[src/rtl/l23_mgmt_ctrl_pkg.sv]
// Shared types and constants for the L23 management command sequencer.
package l23_mgmt_ctrl_pkg;

    localparam int unsigned A0_W      = 13;
    localparam int unsigned D0_W      = 9;
    localparam int unsigned A12_W     = 4;
    localparam int unsigned D12_W     = 16;
    localparam int unsigned CNT_W     = 8;
    localparam int unsigned BYTE_W    = 8;
    localparam int unsigned WORD_W    = 2 * BYTE_W;
    localparam int unsigned AH_W      = A0_W - BYTE_W;
    localparam int unsigned FRAME_LEN = 5;

    typedef enum logic [2:0] {
        S_SEL    = 3'd0,
        S_AH     = 3'd1,
        S_AL     = 3'd2,
        S_DH     = 3'd3,
        S_DL     = 3'd4,
        S_COMMIT = 3'd5,
        S_DRAIN  = 3'd6
    } state_e;

    typedef enum logic [1:0] {
        TGT_MGMT0 = 2'd0,
        TGT_MGMT1 = 2'd1,
        TGT_MGMT2 = 2'd2
    } tgt_e;

    // Fully assembled write: address already trimmed to the widest port.
    typedef struct packed {
        tgt_e              tgt;
        logic [A0_W-1:0]   addr;
        logic [WORD_W-1:0] data;
    } wr_cmd_t;

    // A SEL byte names a real port only for codes 0..2.
    function automatic logic is_valid_tgt(input logic [BYTE_W-1:0] b);
        return b <= BYTE_W'(TGT_MGMT2);
    endfunction

endpackage

[src/rtl/l23_mgmt_ctrl_if.sv]
// Command stream plus management write ports and status counters.
//  c_tdata/c_tvalid/c_tlast : byte stream from control plane
//  c_tready                 : byte accepted on tvalid&tready
//  writedata/writeaddr/we_* : three management write ports
//  cmd_cnt/err_cnt          : saturating good/bad frame counters
interface l23_mgmt_ctrl_if;
    import l23_mgmt_ctrl_pkg::*;

    logic [BYTE_W-1:0] c_tdata;
    logic              c_tvalid;
    logic              c_tlast;
    logic              c_tready;

    logic [D0_W-1:0]   writedata_mgmt_0;
    logic [A0_W-1:0]   writeaddr_mgmt_0;
    logic              we_mgmt_0;
    logic [D12_W-1:0]  writedata_mgmt_1;
    logic [A12_W-1:0]  writeaddr_mgmt_1;
    logic              we_mgmt_1;
    logic [D12_W-1:0]  writedata_mgmt_2;
    logic [A12_W-1:0]  writeaddr_mgmt_2;
    logic              we_mgmt_2;

    logic [CNT_W-1:0]  cmd_cnt;
    logic [CNT_W-1:0]  err_cnt;

    modport master (
        output c_tdata, c_tvalid, c_tlast,
        input  c_tready,
        input  writedata_mgmt_0, writeaddr_mgmt_0, we_mgmt_0,
        input  writedata_mgmt_1, writeaddr_mgmt_1, we_mgmt_1,
        input  writedata_mgmt_2, writeaddr_mgmt_2, we_mgmt_2,
        input  cmd_cnt, err_cnt
    );

    modport slave (
        input  c_tdata, c_tvalid, c_tlast,
        output c_tready,
        output writedata_mgmt_0, writeaddr_mgmt_0, we_mgmt_0,
        output writedata_mgmt_1, writeaddr_mgmt_1, we_mgmt_1,
        output writedata_mgmt_2, writeaddr_mgmt_2, we_mgmt_2,
        output cmd_cnt, err_cnt
    );

endinterface

[src/rtl/l23_mgmt_ctrl_sat_cnt.sv]
// Saturating up-counter: holds at all-ones instead of wrapping.
//  clk, rst_n : clock, async active-low reset
//  inc        : count one event this cycle
//  cnt        : current count
module l23_mgmt_ctrl_sat_cnt
    import l23_mgmt_ctrl_pkg::*;
(
    input  logic             clk,
    input  logic             rst_n,
    input  logic             inc,
    output logic [CNT_W-1:0] cnt
);

    always_ff @(posedge clk or negedge rst_n) begin
        if (!rst_n) begin
            cnt <= '0;
        end else if (inc && (cnt != '1)) begin
            cnt <= cnt + CNT_W'(1);
        end
    end

endmodule

[src/rtl/l23_mgmt_ctrl.sv]
// L23 management command sequencer: decodes 5-byte frames SEL,AH,AL,DH,DL
// from a byte stream and issues one-cycle writes on mgmt_0/1/2.
//  L23_clk, L23_rst : clock, async active-low reset
//  bus (slave)      : command stream in, write ports and counters out
module l23_mgmt_ctrl
    import l23_mgmt_ctrl_pkg::*;
(
    input  logic           L23_clk,
    input  logic           L23_rst,
    l23_mgmt_ctrl_if.slave bus
);

    state_e            state_q;
    state_e            state_n;
    logic              tready_q;
    logic              hs_c;
    logic              commit_c;
    logic              err_c;

    tgt_e              sel_q;
    logic [AH_W-1:0]   addr_hi_q;
    logic [BYTE_W-1:0] addr_lo_q;
    logic [BYTE_W-1:0] data_hi_q;
    wr_cmd_t           cmd_c;

    logic [D0_W-1:0]   wd0_q;
    logic [A0_W-1:0]   wa0_q;
    logic              we0_q;
    logic [D12_W-1:0]  wd1_q;
    logic [A12_W-1:0]  wa1_q;
    logic              we1_q;
    logic [D12_W-1:0]  wd2_q;
    logic [A12_W-1:0]  wa2_q;
    logic              we2_q;

    logic [CNT_W-1:0]  cmd_cnt;
    logic [CNT_W-1:0]  err_cnt;

    assign hs_c = bus.c_tvalid && tready_q;

    // Frame as it stands at the DL handshake; DL is still on the bus.
    assign cmd_c = '{tgt:  sel_q,
                     addr: {addr_hi_q, addr_lo_q},
                     data: {data_hi_q, bus.c_tdata}};

    // State register; ready is registered from the next state so COMMIT stalls the stream.
    always_ff @(posedge L23_clk or negedge L23_rst) begin
        if (!L23_rst) begin
            state_q  <= S_SEL;
            tready_q <= 1'b1;
        end else begin
            state_q  <= state_n;
            tready_q <= (state_n != S_COMMIT);
        end
    end

    // Next-state decode, commit and error events.
    always_comb begin
        state_n  = state_q;
        commit_c = 1'b0;
        err_c    = 1'b0;
        unique case (state_q)
            S_SEL: begin
                if (hs_c) begin
                    if (!is_valid_tgt(bus.c_tdata)) begin
                        err_c   = 1'b1;
                        state_n = bus.c_tlast ? S_SEL : S_DRAIN;
                    end else if (bus.c_tlast) begin
                        err_c   = 1'b1;
                        state_n = S_SEL;
                    end else begin
                        state_n = S_AH;
                    end
                end
            end
            S_AH: begin
                if (hs_c) begin
                    err_c   = bus.c_tlast;
                    state_n = bus.c_tlast ? S_SEL : S_AL;
                end
            end
            S_AL: begin
                if (hs_c) begin
                    err_c   = bus.c_tlast;
                    state_n = bus.c_tlast ? S_SEL : S_DH;
                end
            end
            S_DH: begin
                if (hs_c) begin
                    err_c   = bus.c_tlast;
                    state_n = bus.c_tlast ? S_SEL : S_DL;
                end
            end
            S_DL: begin
                if (hs_c) begin
                    commit_c = bus.c_tlast;
                    err_c    = !bus.c_tlast;
                    state_n  = bus.c_tlast ? S_COMMIT : S_DRAIN;
                end
            end
            S_COMMIT: begin
                state_n = S_SEL;
            end
            S_DRAIN: begin
                if (hs_c && bus.c_tlast) begin
                    state_n = S_SEL;
                end
            end
            default: begin
                state_n = S_SEL;
            end
        endcase
    end

    // Frame assembly and write-port registers; outputs are valid during COMMIT.
    always_ff @(posedge L23_clk or negedge L23_rst) begin
        if (!L23_rst) begin
            sel_q     <= TGT_MGMT0;
            addr_hi_q <= '0;
            addr_lo_q <= '0;
            data_hi_q <= '0;
            wd0_q     <= '0;
            wa0_q     <= '0;
            we0_q     <= 1'b0;
            wd1_q     <= '0;
            wa1_q     <= '0;
            we1_q     <= 1'b0;
            wd2_q     <= '0;
            wa2_q     <= '0;
            we2_q     <= 1'b0;
        end else begin
            we0_q <= 1'b0;
            we1_q <= 1'b0;
            we2_q <= 1'b0;
            if (hs_c) begin
                case (state_q)
                    S_SEL:   sel_q     <= tgt_e'(bus.c_tdata[1:0]);
                    S_AH:    addr_hi_q <= bus.c_tdata[AH_W-1:0];
                    S_AL:    addr_lo_q <= bus.c_tdata;
                    S_DH:    data_hi_q <= bus.c_tdata;
                    default: ;
                endcase
            end
            if (commit_c) begin
                case (cmd_c.tgt)
                    TGT_MGMT0: begin
                        wd0_q <= cmd_c.data[D0_W-1:0];
                        wa0_q <= cmd_c.addr;
                        we0_q <= 1'b1;
                    end
                    TGT_MGMT1: begin
                        wd1_q <= cmd_c.data;
                        wa1_q <= cmd_c.addr[A12_W-1:0];
                        we1_q <= 1'b1;
                    end
                    TGT_MGMT2: begin
                        wd2_q <= cmd_c.data;
                        wa2_q <= cmd_c.addr[A12_W-1:0];
                        we2_q <= 1'b1;
                    end
                    default: ;
                endcase
            end
        end
    end

    l23_mgmt_ctrl_sat_cnt u_cmd_cnt (
        .clk   (L23_clk),
        .rst_n (L23_rst),
        .inc   (commit_c),
        .cnt   (cmd_cnt)
    );

    l23_mgmt_ctrl_sat_cnt u_err_cnt (
        .clk   (L23_clk),
        .rst_n (L23_rst),
        .inc   (err_c),
        .cnt   (err_cnt)
    );

    assign bus.c_tready         = tready_q;
    assign bus.writedata_mgmt_0 = wd0_q;
    assign bus.writeaddr_mgmt_0 = wa0_q;
    assign bus.we_mgmt_0        = we0_q;
    assign bus.writedata_mgmt_1 = wd1_q;
    assign bus.writeaddr_mgmt_1 = wa1_q;
    assign bus.we_mgmt_1        = we1_q;
    assign bus.writedata_mgmt_2 = wd2_q;
    assign bus.writeaddr_mgmt_2 = wa2_q;
    assign bus.we_mgmt_2        = we2_q;
    assign bus.cmd_cnt          = cmd_cnt;
    assign bus.err_cnt          = err_cnt;

endmodule

[src/flat_wrapper.sv]
// flat-port wrapper written by rule: the top's interface ports become plain ports
module l23_mgmt_ctrl_flat import l23_mgmt_ctrl_pkg::*;
  (L23_clk, L23_rst, bus_c_tdata, bus_c_tvalid, bus_c_tlast, bus_c_tready, bus_writedata_mgmt_0, bus_writeaddr_mgmt_0, bus_we_mgmt_0, bus_writedata_mgmt_1, bus_writeaddr_mgmt_1, bus_we_mgmt_1, bus_writedata_mgmt_2, bus_writeaddr_mgmt_2, bus_we_mgmt_2, bus_cmd_cnt, bus_err_cnt);
  l23_mgmt_ctrl_if bus_i ();
  input  logic L23_clk;
  input  logic L23_rst;
  input wire logic [$bits(bus_i.c_tdata)-1:0] bus_c_tdata;
  input wire logic [$bits(bus_i.c_tvalid)-1:0] bus_c_tvalid;
  input wire logic [$bits(bus_i.c_tlast)-1:0] bus_c_tlast;
  output wire logic [$bits(bus_i.c_tready)-1:0] bus_c_tready;
  output wire logic [$bits(bus_i.writedata_mgmt_0)-1:0] bus_writedata_mgmt_0;
  output wire logic [$bits(bus_i.writeaddr_mgmt_0)-1:0] bus_writeaddr_mgmt_0;
  output wire logic [$bits(bus_i.we_mgmt_0)-1:0] bus_we_mgmt_0;
  output wire logic [$bits(bus_i.writedata_mgmt_1)-1:0] bus_writedata_mgmt_1;
  output wire logic [$bits(bus_i.writeaddr_mgmt_1)-1:0] bus_writeaddr_mgmt_1;
  output wire logic [$bits(bus_i.we_mgmt_1)-1:0] bus_we_mgmt_1;
  output wire logic [$bits(bus_i.writedata_mgmt_2)-1:0] bus_writedata_mgmt_2;
  output wire logic [$bits(bus_i.writeaddr_mgmt_2)-1:0] bus_writeaddr_mgmt_2;
  output wire logic [$bits(bus_i.we_mgmt_2)-1:0] bus_we_mgmt_2;
  output wire logic [$bits(bus_i.cmd_cnt)-1:0] bus_cmd_cnt;
  output wire logic [$bits(bus_i.err_cnt)-1:0] bus_err_cnt;
  assign bus_i.c_tdata = bus_c_tdata;
  assign bus_i.c_tvalid = bus_c_tvalid;
  assign bus_i.c_tlast = bus_c_tlast;
  assign bus_c_tready = bus_i.c_tready;
  assign bus_writedata_mgmt_0 = bus_i.writedata_mgmt_0;
  assign bus_writeaddr_mgmt_0 = bus_i.writeaddr_mgmt_0;
  assign bus_we_mgmt_0 = bus_i.we_mgmt_0;
  assign bus_writedata_mgmt_1 = bus_i.writedata_mgmt_1;
  assign bus_writeaddr_mgmt_1 = bus_i.writeaddr_mgmt_1;
  assign bus_we_mgmt_1 = bus_i.we_mgmt_1;
  assign bus_writedata_mgmt_2 = bus_i.writedata_mgmt_2;
  assign bus_writeaddr_mgmt_2 = bus_i.writeaddr_mgmt_2;
  assign bus_we_mgmt_2 = bus_i.we_mgmt_2;
  assign bus_cmd_cnt = bus_i.cmd_cnt;
  assign bus_err_cnt = bus_i.err_cnt;
  l23_mgmt_ctrl u_core (.L23_clk(L23_clk), .L23_rst(L23_rst), .bus(bus_i));
endmodule
[config.mk]
export PLATFORM = sky130hd
export DESIGN_NAME = l23_mgmt_ctrl_flat
export DESIGN_NICKNAME = d
export VERILOG_FILES = /design/src/rtl/l23_mgmt_ctrl_pkg.sv /design/src/rtl/l23_mgmt_ctrl_if.sv /design/src/rtl/l23_mgmt_ctrl_sat_cnt.sv /design/src/rtl/l23_mgmt_ctrl.sv /design/src/flat_wrapper.sv
export SDC_FILE = /design/constraint.sdc
export NUM_CORES = 1
export LEC_CHECK = 0
export ABC_AREA = 1
export CORE_ASPECT_RATIO = 2
export CORE_MARGIN = 2
export CORE_UTILIZATION = 45
export DETAILED_ROUTE_END_ITERATION = 16
export PLACE_DENSITY = 0.74
export SYNTH_ARGS = -nofsm -noshare
export SYNTH_HDL_FRONTEND = slang
export SYNTH_HIERARCHICAL = 1
export SYNTH_SLANG_ARGS = --single-unit
[constraint.sdc]
create_clock -name L23_clk -period 1.7 [get_ports L23_clk]
set_input_delay 0.17 -clock L23_clk [delete_from_list [all_inputs] [get_ports L23_clk]]
set_output_delay 0.17 -clock L23_clk [all_outputs]
set_load 0.005 [all_outputs]
==> run_summary.xml <==
<?xml version="1.0" encoding="UTF-8"?>
<metrics>
  <group name="sta">
    <metric name="final_period_minus_worst_setup_slack" unit="ns">1.57</metric>
    <metric name="worst_slew_slack_as_a_fraction_of_its_limit" unit="%">67.0</metric>
    <metric name="grt_setup_unrepaired" unit="">no</metric>
    <metric name="maxClockFrequency" unit="MHz">639</metric>
    <metric name="final.setup_skew" unit="ns">0.0103</metric>
    <metric name="worst_slew_pin_slew" unit="ns">0.495</metric>
    <metric name="setup_viol" unit="">0</metric>
    <metric name="timing.final.max_slew_violations" unit="">0</metric>
    <metric name="fin_crit_sh" unit="%">92.1</metric>
    <metric name="hold_viol" unit="">0</metric>
    <metric name="worst_slack" unit="ns">0.134</metric>
  </group>
  <group name="die">
    <metric name="core.rowCount" unit="">52</metric>
    <metric name="design.die.area" unit="um^2">11000</metric>
    <metric name="coreArea" unit="um^2">10000</metric>
    <metric name="dieHeight" unit="um">146</metric>
    <metric name="chipWidth" unit="um">75.2</metric>
    <metric name="start_util" unit="%">45.5</metric>
    <metric name="ioPinCount" unit="">94</metric>
  </group>
  <group name="grt">
    <metric name="grt_overflow_total" unit="">0</metric>
    <metric name="grt_max_degree" unit="">42</metric>
    <metric name="grt_pass1_wl" unit="mm">18.0</metric>
    <metric name="grt_pass1_vias" unit="">3751</metric>
    <metric name="gr-usage-all-layers" unit="%">21.4</metric>
    <metric name="antenna_found_initial" unit="">0</metric>
  </group>
  <group name="critical_path">
    <metric name="criticalPathCategory" unit="">register to register</metric>
    <metric name="timing.critical_path.from_type" unit="">register</metric>
    <metric name="cpMaxStageDelayCell" unit="">dfrtp_1</metric>
    <metric name="path_cells" unit="">nor2_4, nand2_2, nor2_8, nand3_2, buf_12, nand2_1, o21ai_1</metric>
    <metric name="cp_max_fanout" unit="">41</metric>
    <metric name="critical-path-max-stage-delay" unit="ns">0.47</metric>
    <metric name="endpoint_kind" unit="">register</metric>
    <metric name="rr_worst_depth" unit="">7</metric>
    <metric name="worstSetupPathDepth" unit="">7</metric>
    <metric name="critical_path_required" unit="ns">1.90</metric>
    <metric name="timing.critical_path.arrival" unit="ns">1.77</metric>
    <metric name="critical_path.n_buffers_inverters" unit="">1</metric>
    <metric name="crit_family" unit="">simple AND/OR/NAND/NOR gates</metric>
  </group>
  <group name="final_layout">
    <metric name="stdcell_count" unit="">743</metric>
    <metric name="layout_common_cells" unit="">nand2_1, dfrtp_1, clkdlybuf4s50_1, o21ai_1, inv_1</metric>
    <metric name="fin_nets" unit="">617</metric>
    <metric name="layout_commonest_cell" unit="">nand2_1</metric>
    <metric name="final_layout_size_suffix_gt1_share" unit="%">13.7</metric>
    <metric name="area_growth" unit="%">35.1</metric>
    <metric name="fill_cells" unit="">892</metric>
    <metric name="n_antenna_cell" unit="">0</metric>
    <metric name="final_area" unit="um^2">6150</metric>
  </group>
  <group name="route">
    <metric name="totalWireLength" unit="mm">10.8</metric>
    <metric name="vias_per_cell" unit="">4.91</metric>
    <metric name="drt_drc_violations_left" unit="">0</metric>
    <metric name="number_of_antenna_violating_nets_in_the_routed_design" unit="">0</metric>
    <metric name="detail_route.iter0.violations" unit="">168</metric>
    <metric name="detail_route.first_pass.iterations" unit="">4</metric>
    <metric name="num_vias" unit="">3647</metric>
    <metric name="wire_per_inst" unit="um">14.6</metric>
  </group>
  <group name="clock_network">
    <metric name="tritoncts_num_sinks" unit="">108</metric>
    <metric name="tritoncts.num_buffers" unit="">9</metric>
    <metric name="cts.htree.levels" unit="">3</metric>
    <metric name="clk_pin_slew" unit="ns">0.07</metric>
    <metric name="cts_buffer_depth" unit="">2</metric>
    <metric name="tritoncts_clock_tree" unit="">done</metric>
    <metric name="cts_root_buffer" unit="">clkbuf_16</metric>
    <metric name="clkLatencyLatePin" unit="ns">0.34</metric>
  </group>
  <group name="synth">
    <metric name="number_of_nets_in_the_synthesized_netlist" unit="">508</metric>
    <metric name="synth.ff_latch_count" unit="">108</metric>
    <metric name="synthDominantAreaCellType" unit="">dfrtp_1</metric>
    <metric name="cells_after_synthesis" unit="">494</metric>
    <metric name="synth.yosys.seq_area_share" unit="%">59.3</metric>
    <metric name="synth_cell_type_count" unit="">33</metric>
    <metric name="synth_top_area_share" unit="%">58.8</metric>
    <metric name="post_synth_main_area_contributors" unit="">dfrtp_1, nand2_1, o21ai_1, inv_1, o21ai_0</metric>
    <metric name="synth_area_per_cell" unit="um^2">9.22</metric>
    <metric name="synth_warnings" unit="">6</metric>
    <metric name="synth.cell_area" unit="um^2">4560</metric>
  </group>
  <group name="place">
    <metric name="pre_cts_ws" unit="ns">-0.113</metric>
    <metric name="post_dp_hpwl" unit="mm">7.85</metric>
    <metric name="placed_cells" unit="">725</metric>
    <metric name="port-buffer-count" unit="">93</metric>
    <metric name="detailed_place.area" unit="um^2">5770</metric>
    <metric name="finalWeightedCongestion" unit="">0.906</metric>
  </group>
  <group name="power_and_ir_drop">
    <metric name="power_density" unit="nW/um^2">1570</metric>
    <metric name="totalPowerFinal" unit="mW">9.66</metric>
    <metric name="leakagePower" unit="nW">2.88</metric>
    <metric name="worst_ir_drop_vdd" unit="V">0.00112</metric>
  </group>
  <group name="status">
    <metric name="status" unit="">complete, no violations</metric>
  </group>
  <group name="min_path">
    <metric name="min-delay-path-class" unit="">input port to asynchronous set/reset pin</metric>
  </group>
  <group name="flow_run">
    <metric name="drv_cap" unit="">0</metric>
  </group>
</metrics>
-- Yosys cell counts (all sizes together) --
| master | number |
|---|---|
| o211ai | 1 |
| nor3b | 2 |
| clkinv | 1 |
| nand3 | 18 |
| buf | 13 |
| nand4 | 2 |
| nand2 | 180 |
| xor2 | 2 |
| a21oi | 3 |
| ha | 2 |
| nor2 | 32 |
| clkbuf | 1 |
| dfstp | 1 |
| dfrtp | 107 |
| inv | 44 |
| xnor2 | 2 |
| nor3 | 2 |
| a31oi | 1 |
| o21ai | 80 |
-- cell families (layout without fill, tap and decap cells) --
family                   after synthesis  in the layout  share of synthesized area (%)
AND/OR/NAND/NOR                      236            236                           23.3
flip-flops                           108            108                           59.3
AO/OA/AOI/OAI                         85             85                           10.4
buffers and inverters                 59            173                           5.68
XOR/XNOR                               4              4                          0.769
adder cells (fa/ha/maj)                2              2                          0.549
-- where the power goes --
part	internal, mW	switching, mW
clock	1.19	0.912
sequential	3.53	0.689
combinational	1.85	1.49
-- path summary, 6_finish.rpt --
| kind | from | endpoint | slack (ns) |
|---|---|---|---|
| worst max register to register | u_core/state_q[1] | u_core/bus.writedata_mgmt_1[4] | 0.13 |
| min in group L23_clk | u_core/addr_hi_q[3] | u_core/bus.writeaddr_mgmt_0[11] | 0.47 |
| max in group asynchronous | L23_rst | u_core/bus.c_tready | 0.70 |
| worst min-delay path | L23_rst | u_core/u_err_cnt/cnt[4] | 0.34 |
| worst min register to register | u_core/addr_hi_q[3] | u_core/bus.writeaddr_mgmt_0[11] | 0.47 |
| worst max-delay path | u_core/state_q[1] | u_core/bus.writedata_mgmt_1[4] | 0.13 |
-- registers in the layout, indices dropped and copies added, names as in the netlist --
signal                       count
u_core/state_q                   3
u_core/bus.we_mgmt_2             1
u_core/data_hi_q                 8
u_core/bus.writedata_mgmt_0      9
u_core/bus.writedata_mgmt_2     16
u_core/bus.we_mgmt_0             1
u_core/addr_hi_q                 5
u_core/bus.writeaddr_mgmt_0     13
u_core/addr_lo_q                 8
u_core/bus.writeaddr_mgmt_1      4
u_core/bus.we_mgmt_1             1
u_core/u_err_cnt/cnt             8
u_core/bus.c_tready              1
u_core/u_cmd_cnt/cnt             8
u_core/sel_q                     2
u_core/bus.writeaddr_mgmt_2      4
u_core/bus.writedata_mgmt_1     16
-- repair_timing --
item	CTS	global route
endpoints found under the hold margin	34	0
setup buffers	0	1
setup endpoints to repair	0	19
hold buffers	1	0
gates resized for setup	0	17
-- stage by stage --
step | setup TNS (ns) | utilization, % | hold WS (ns)
after floorplan | 0 | - | -0.126
after global placement | -0.223 | 57.6 | 0.165
after detailed placement | -0.605 | 57.6 | 0.172
after CTS | 0 | 60.7 | 0.351
after global routing | 0 | 61.4 | 0.369
final | 0 | 61.4 | 0.336
-- cell type report --
| class | count | area [um^2] | area share [%] |
|---|---|---|---|
| Clock buffer | 11 | 243 | 3.94 |
| Tap cell | 135 | 169 | 2.74 |
| Sequential cell | 108 | 2700 | 43.9 |
| Clock inverter | 5 | 60.1 | 0.976 |
| Multi-Input combinational cell | 327 | 1650 | 26.8 |
| Inverter | 45 | 176 | 2.87 |
| Timing Repair Buffer | 112 | 1150 | 18.7 |
-- metal layers --
metal / vias up / wire, um / GRT usage (%)
met2: 102 / 5930 / 37.0
li1: 1783 / - / -
met4: 0 / 325 / 9.82
met1: 1737 / 4130 / 24.6
met5: - / 0 / 0
met3: 25 / 459 / 3.93
No activity file was read; power rests on OpenSTA's default activity.
